## src/rtl/tmr_pkg.sv

```systemverilog
// Shared types and default sizing for the loadable down-counter timer.
package tmr_pkg;

  localparam int DW_DEF      = 4;
  localparam int MAXLOAD_DEF = 8;

  typedef enum logic [1:0] {
    IDLE = 2'd0,
    RUN  = 2'd1,
    DONE = 2'd2
  } tmr_state_e;

  // Architectural view of the timer at the default width.
  typedef struct packed {
    logic [DW_DEF-1:0] count;
    logic [DW_DEF-1:0] reload;
    logic              periodic;
    logic              udf;
    logic              done;
  } tmr_t;

endpackage

```

## src/rtl/dwn_cntr_ld.sv

```systemverilog
// DW-bit down-counter with clear, synchronous load and decrement enable.
// Priority: clear > load > decrement. Decrement stops at zero.
module dwn_cntr_ld #(
  parameter int DW = 4
) (
  input  logic          clk,
  input  logic          rst,
  input  logic          clr_i,
  input  logic          load_i,
  input  logic [DW-1:0] load_val_i,
  input  logic          dec_i,
  output logic [DW-1:0] count_o,
  output logic          zero_o
);

  logic [DW-1:0] count_q, count_d;

  // Next count: clear wins over load, load wins over decrement.
  always_comb begin
    count_d = count_q;
    if (clr_i) begin
      count_d = '0;
    end else if (load_i) begin
      count_d = load_val_i;
    end else if (dec_i && (count_q != '0)) begin
      count_d = count_q - DW'(1);
    end
  end

  // Count register with asynchronous reset.
  always_ff @(posedge clk or posedge rst) begin
    if (rst) count_q <= '0;
    else     count_q <= count_d;
  end

  assign count_o = count_q;
  assign zero_o  = (count_q == '0);

endmodule

```

## src/rtl/tmr_dwn_mod_n_udf.sv

```systemverilog
// Loadable mod-(L+1) down-counter timer, one-shot or periodic, with a
// registered underflow pulse and done level.
module tmr_dwn_mod_n_udf
  import tmr_pkg::*;
#(
  parameter int DW      = DW_DEF,
  parameter int MAXLOAD = MAXLOAD_DEF
) (
  input  logic          clk,
  input  logic          rst,
  input  logic          i_start,
  input  logic          i_stop,
  input  logic          i_periodic,
  input  logic [DW-1:0] i_load_val,
  input  logic          i_enb,
  output logic [DW-1:0] o_count,
  output logic          o_busy,
  output logic          o_udf,
  output logic          o_done
);

  localparam logic [DW-1:0] MAXLOAD_W = DW'(MAXLOAD);

  tmr_state_e    state_q, state_d;
  logic [DW-1:0] reload_q, reload_d;
  logic          periodic_q, periodic_d;
  logic          udf_q, udf_d;
  logic          busy_q, done_q;

  logic [DW-1:0] load_sat;
  logic          cnt_clr, cnt_load, cnt_dec, cnt_zero;
  logic [DW-1:0] cnt_load_val;

  assign load_sat = (i_load_val > MAXLOAD_W) ? MAXLOAD_W : i_load_val;

  // Next state, reload latch and counter controls; stop > start > enb.
  always_comb begin
    state_d      = state_q;
    reload_d     = reload_q;
    periodic_d   = periodic_q;
    udf_d        = 1'b0;
    cnt_clr      = 1'b0;
    cnt_load     = 1'b0;
    cnt_load_val = load_sat;
    cnt_dec      = 1'b0;
    if (i_stop) begin
      state_d = IDLE;
      cnt_clr = 1'b1;
    end else if (i_start) begin
      // A restart never produces an underflow, even at count zero.
      state_d    = RUN;
      reload_d   = load_sat;
      periodic_d = i_periodic;
      cnt_load   = 1'b1;
    end else begin
      unique case (state_q)
        RUN: begin
          if (i_enb) begin
            if (cnt_zero) begin
              udf_d = 1'b1;
              if (periodic_q) begin
                cnt_load     = 1'b1;
                cnt_load_val = reload_q;
              end else begin
                state_d = DONE;
              end
            end else begin
              cnt_dec = 1'b1;
            end
          end
        end
        default: ;
      endcase
    end
  end

  // State, latched load/mode and registered output flags.
  always_ff @(posedge clk or posedge rst) begin
    if (rst) begin
      state_q    <= IDLE;
      reload_q   <= '0;
      periodic_q <= 1'b0;
      udf_q      <= 1'b0;
      busy_q     <= 1'b0;
      done_q     <= 1'b0;
    end else begin
      state_q    <= state_d;
      reload_q   <= reload_d;
      periodic_q <= periodic_d;
      udf_q      <= udf_d;
      busy_q     <= (state_d == RUN);
      done_q     <= (state_d == DONE);
    end
  end

  dwn_cntr_ld #(.DW(DW)) u_cntr (
    .clk        (clk),
    .rst        (rst),
    .clr_i      (cnt_clr),
    .load_i     (cnt_load),
    .load_val_i (cnt_load_val),
    .dec_i      (cnt_dec),
    .count_o    (o_count),
    .zero_o     (cnt_zero)
  );

  assign o_busy = busy_q;
  assign o_udf  = udf_q;
  assign o_done = done_q;

endmodule

```

## config.mk

```make
export PLATFORM = sky130hd
export DESIGN_NAME = tmr_dwn_mod_n_udf
export DESIGN_NICKNAME = d
export VERILOG_FILES = /design/src/rtl/tmr_pkg.sv /design/src/rtl/dwn_cntr_ld.sv /design/src/rtl/tmr_dwn_mod_n_udf.sv
export SDC_FILE = /design/constraint.sdc
export NUM_CORES = 1
export LEC_CHECK = 0
export ABC_AREA = 1
export BUFFER_PORTS_ARGS = -buffer_cell sky130_fd_sc_hd__buf_4
export CORE_MARGIN = 10
export CORE_UTILIZATION = 45
export DETAILED_ROUTE_END_ITERATION = 16
export GPL_TIMING_DRIVEN = 0
export PLACE_DENSITY = 0.71
export SLEW_MARGIN = 0
export SYNTH_ARGS = -nofsm -noshare
export SYNTH_HDL_FRONTEND = slang
export SYNTH_SLANG_ARGS = --single-unit
```

## constraint.sdc

```tcl
create_clock -name clk -period 1.3 [get_ports clk]
set_clock_uncertainty 0.15 [all_clocks]
set_input_delay 0.195 -clock clk [delete_from_list [all_inputs] [get_ports clk]]
set_output_delay 0.195 -clock clk [all_outputs]
set_load 0.02 [all_outputs]
```

==> results.cfg <==
[timing]
final-setup-viol-count = 9
hold_ws_ns = 0.04930
worst_slew_pin_slew_ns = 0.5255
max_slew_margin = 0.6493
min_period_over_period = 1.144
rsz0062_at_grt = yes
post-route-min-period_ns = 1.488
slew_violations = 0
setup_ws_ns = -0.1878
finalHoldViolCount = 0
fmax_mhz = 672.1

[yosys]
ys_types = 21
synth_area_sq_um = 790.8
syn_inst = 99
ys_seq_elements = 14
yosys_warnings = 0
syn_area_per_cell_sq_um = 7.987
yosysSeqAreaShare = 0.4430
mappedNetlistNets = 111

[drt]
drt-total-wl_mm = 1.730
drc_errors = 0
via_count = 726
firstDrtPassIters = 2
drtIter0Drc = 12
ant_nets = 0
via_per_inst = 4.973
wl_per_cell_microns = 11.85

[die]
core_sq_um = 1689
fp.dieH_microns = 61.92
io_pins = 17
die_area_sq_um = 3834
die_w_microns = 61.92
rows = 15
start_util = 0.4681

[clock_network]
clock_latency_ns = 0.28
clkSlewWorstSetupHoldPaths_ns = 0.08
cts.sinks = 14
cts_tree = yes
clockBufferDepth = 2
clockRootBuffer = clkbuf_4
cts_buffers = 3
h-tree-depth = 1

[global_routing]
grtUsageMet3 = 0.02033
grt_overflow_total = 0
top_usage_layer = met2
met2_usage = 0.1698
grt_pass1_wl_mm = 2.801
met1_usage = 0.1076
grt_start_max_net_pins = 15
grt_pass1_vias = 712
grtUsageTotal = 0.09671
grt_antenna_before_repair = 0

[power]
peakVddDrop_mv = 0.7984
p_sw_frac = 0.3147
combPwrFrac = 0.312
finalPower_mw = 1.184
p_int_uw = 811.2
pwr-share-clk = 0.262
switchingPower_uw = 372.5
p_per_area_nw_per_um2 = 1015
power_leakage_nw = 0.5843
p_seq_frac = 0.425

[placement]
dp.cells = 132
io_buffers = 16
gp_congestion = 0.8303
dp_hpwl_mm = 1.303
place_area_sq_um = 947.2

[cells_and_area]
final_common_cell = buf_4
stdcell_area_sq_um = 1166
seqCellArea_sq_um = 354.1
area_delta_synth_final_pct = 47.47
multiInputGateArea_sq_um = 461.7
antenna_cells = 0
mostFrequentLayoutCells = buf_4 (18), nand2_1 (16), inv_1 (11), dfrtp_1 (11), nor2_1 (9)
finalNetCount = 142
instances_no_fill = 146
drive_gt1_frac = 0.4496
fill_cells = 134

[run]
max-cap-violations = 0

[critical_path]
critPathCaptureType = register
cp-start-kind = register
crit_family = simple AND/OR/NAND/NOR gates
cp_max_fo = 7
timing.rr.start = u_cntr.count_o[1]$_DFFE_PP0P_
required_ns = 1.36
crit_path_max_incr_delay_ns = 0.43
endpoint = u_cntr.count_o[1]$_DFFE_PP0P_
worst-path-buf-inv = 1
reg2reg_depth = 8
worst_path_max_delay_cell = dfrtp_2
worstPathCellList = inv_4 -> ha_4 -> nand2_8 -> nor2_8 -> nand3_4 -> nand2_4 -> nand3_2 -> a21oi_2
worstPathArrival_ns = 1.55
path_depth = 8
rrSetupSlack_ns = -0.19
r2r-end = u_cntr.count_o[1]$_DFFE_PP0P_
path_class = register to register
setup.worst_path.start = u_cntr.count_o[1]$_DFFE_PP0P_

[outcome]
status = finished, violations left
violations = negative setup slack

[min_path]
hold_path.class = input port to register
[worst min path at each step]
| stage | slack [ns] | from | end | cells past startpoint |
|---|---|---|---|---|
| finish | 0.05 | i_load_val[1] | reload_q[1]$_DFFE_PP0P_ | 3 |
| global route | 0.05 | i_load_val[0] | reload_q[0]$_DFFE_PP0P_ | 3 |
| CTS | 0.06 | i_load_val[0] | reload_q[0]$_DFFE_PP0P_ | 3 |
| detailed placement | 0.12 | rst | periodic_q$_DFFE_PP0P_ | 2 |
| global placement | 0.12 | rst | state_q[1]$_DFF_PP0_ | 2 |
| floorplan | -0.07 | rst | o_busy$_DFF_PP0_ | 1 |
[sequential cells by signal, indices dropped and copies added (netlist names)]
| register | cells |
|---|---|
| u_cntr.count_o | 4 |
| reload_q | 4 |
| o_udf | 1 |
| o_done | 1 |
| o_busy | 1 |
| periodic_q | 1 |
| state_q | 2 |
[final cells by class]
class | instances | share of cell area
multi-input cells | 67 | 0.3959
inverters | 17 | 0.05687
flip-flops and latches | 14 | 0.3036
well taps | 17 | 0.01824
plain buffers | 1 | 0.004292
repair buffers | 26 | 0.1899
clock buffers | 4 | 0.03112
[synth_stat cells (all sizes together)]
| library cell | n | area [sq um] |
|---|---|---|
| a21oi | 6 | 41.29 |
| buf | 1 | 5.000 |
| dfrtp | 14 | 350.3 |
| ha | 2 | 25.02 |
| inv | 17 | 63.81 |
| nand2 | 22 | 95.09 |
| nand3 | 10 | 60.06 |
| nand3b | 1 | 7.510 |
| nand4 | 4 | 25.02 |
| nor2 | 12 | 63.82 |
| nor3 | 1 | 5.000 |
| o21ai | 8 | 40.03 |
| xor2 | 1 | 8.760 |
[layer usage]
metal  part of all wire  up-vias  routed length (microns)
li1                   -      379                        -
met1               0.45      332                      784
met2               0.49       11                      848
met3              0.039        4                       68
met4              0.017        0                       29
met5                  0        -                        0
[repair_timing]
item,in CTS,in global routing
setup endpoints to repair,8,11
setup buffers,5,2
hold buffers,3,0
pin swaps,2,7
endpoints found under the hold margin,16,0
resized for setup,9,16
gates cloned,0,0
[per-stage QoR]
stage          setup TNS, ns    util  setup slack (ns)
3_5_place_dp          -1.018  0.5607           -0.1742
4_1_cts              -0.8717  0.6407           -0.1752
6_report             -0.9061  0.6904           -0.1878
5_1_grt               -1.437  0.6904           -0.2500
3_3_place_gp         -0.9802  0.5607           -0.1673
2_1_floorplan        -0.7839       -           -0.1356
[cell families after synthesis]
| kind of cell | count (synthesis) | synth area share |
|---|---|---|
| and+or+nand+nor | 50 | 0.3244 |
| xor gates and xnor gates | 1 | 0.01108 |
| AOI/OAI and AO/OA | 14 | 0.1028 |
| buffers and inverters | 18 | 0.08702 |
| adders and majority gates | 2 | 0.03164 |
| DFF | 14 | 0.4430 |
[power groups by stage]
| stage | combinational, mW | sequential, mW | clock, mW |
|---|---|---|---|
| after floorplan | 0.166 | 0.529 | 0 |
| after global placement | 0.266 | 0.511 | 0 |
| after detailed placement | 0.271 | 0.512 | 0 |
| after CTS | 0.325 | 0.501 | 0.312 |
| after global routing | 0.409 | 0.509 | 0.333 |
| final | 0.370 | 0.503 | 0.311 |
[worst min-delay path: cells and delay by family]
family | cells | cell delay (ns)
AO/OA/AOI/OAI | 1 | 0.07
buffers and inverters | 1 | 0.11
AND/OR/NAND/NOR | 1 | 0.07
Note: power is estimated with default switching activity, not from simulation.
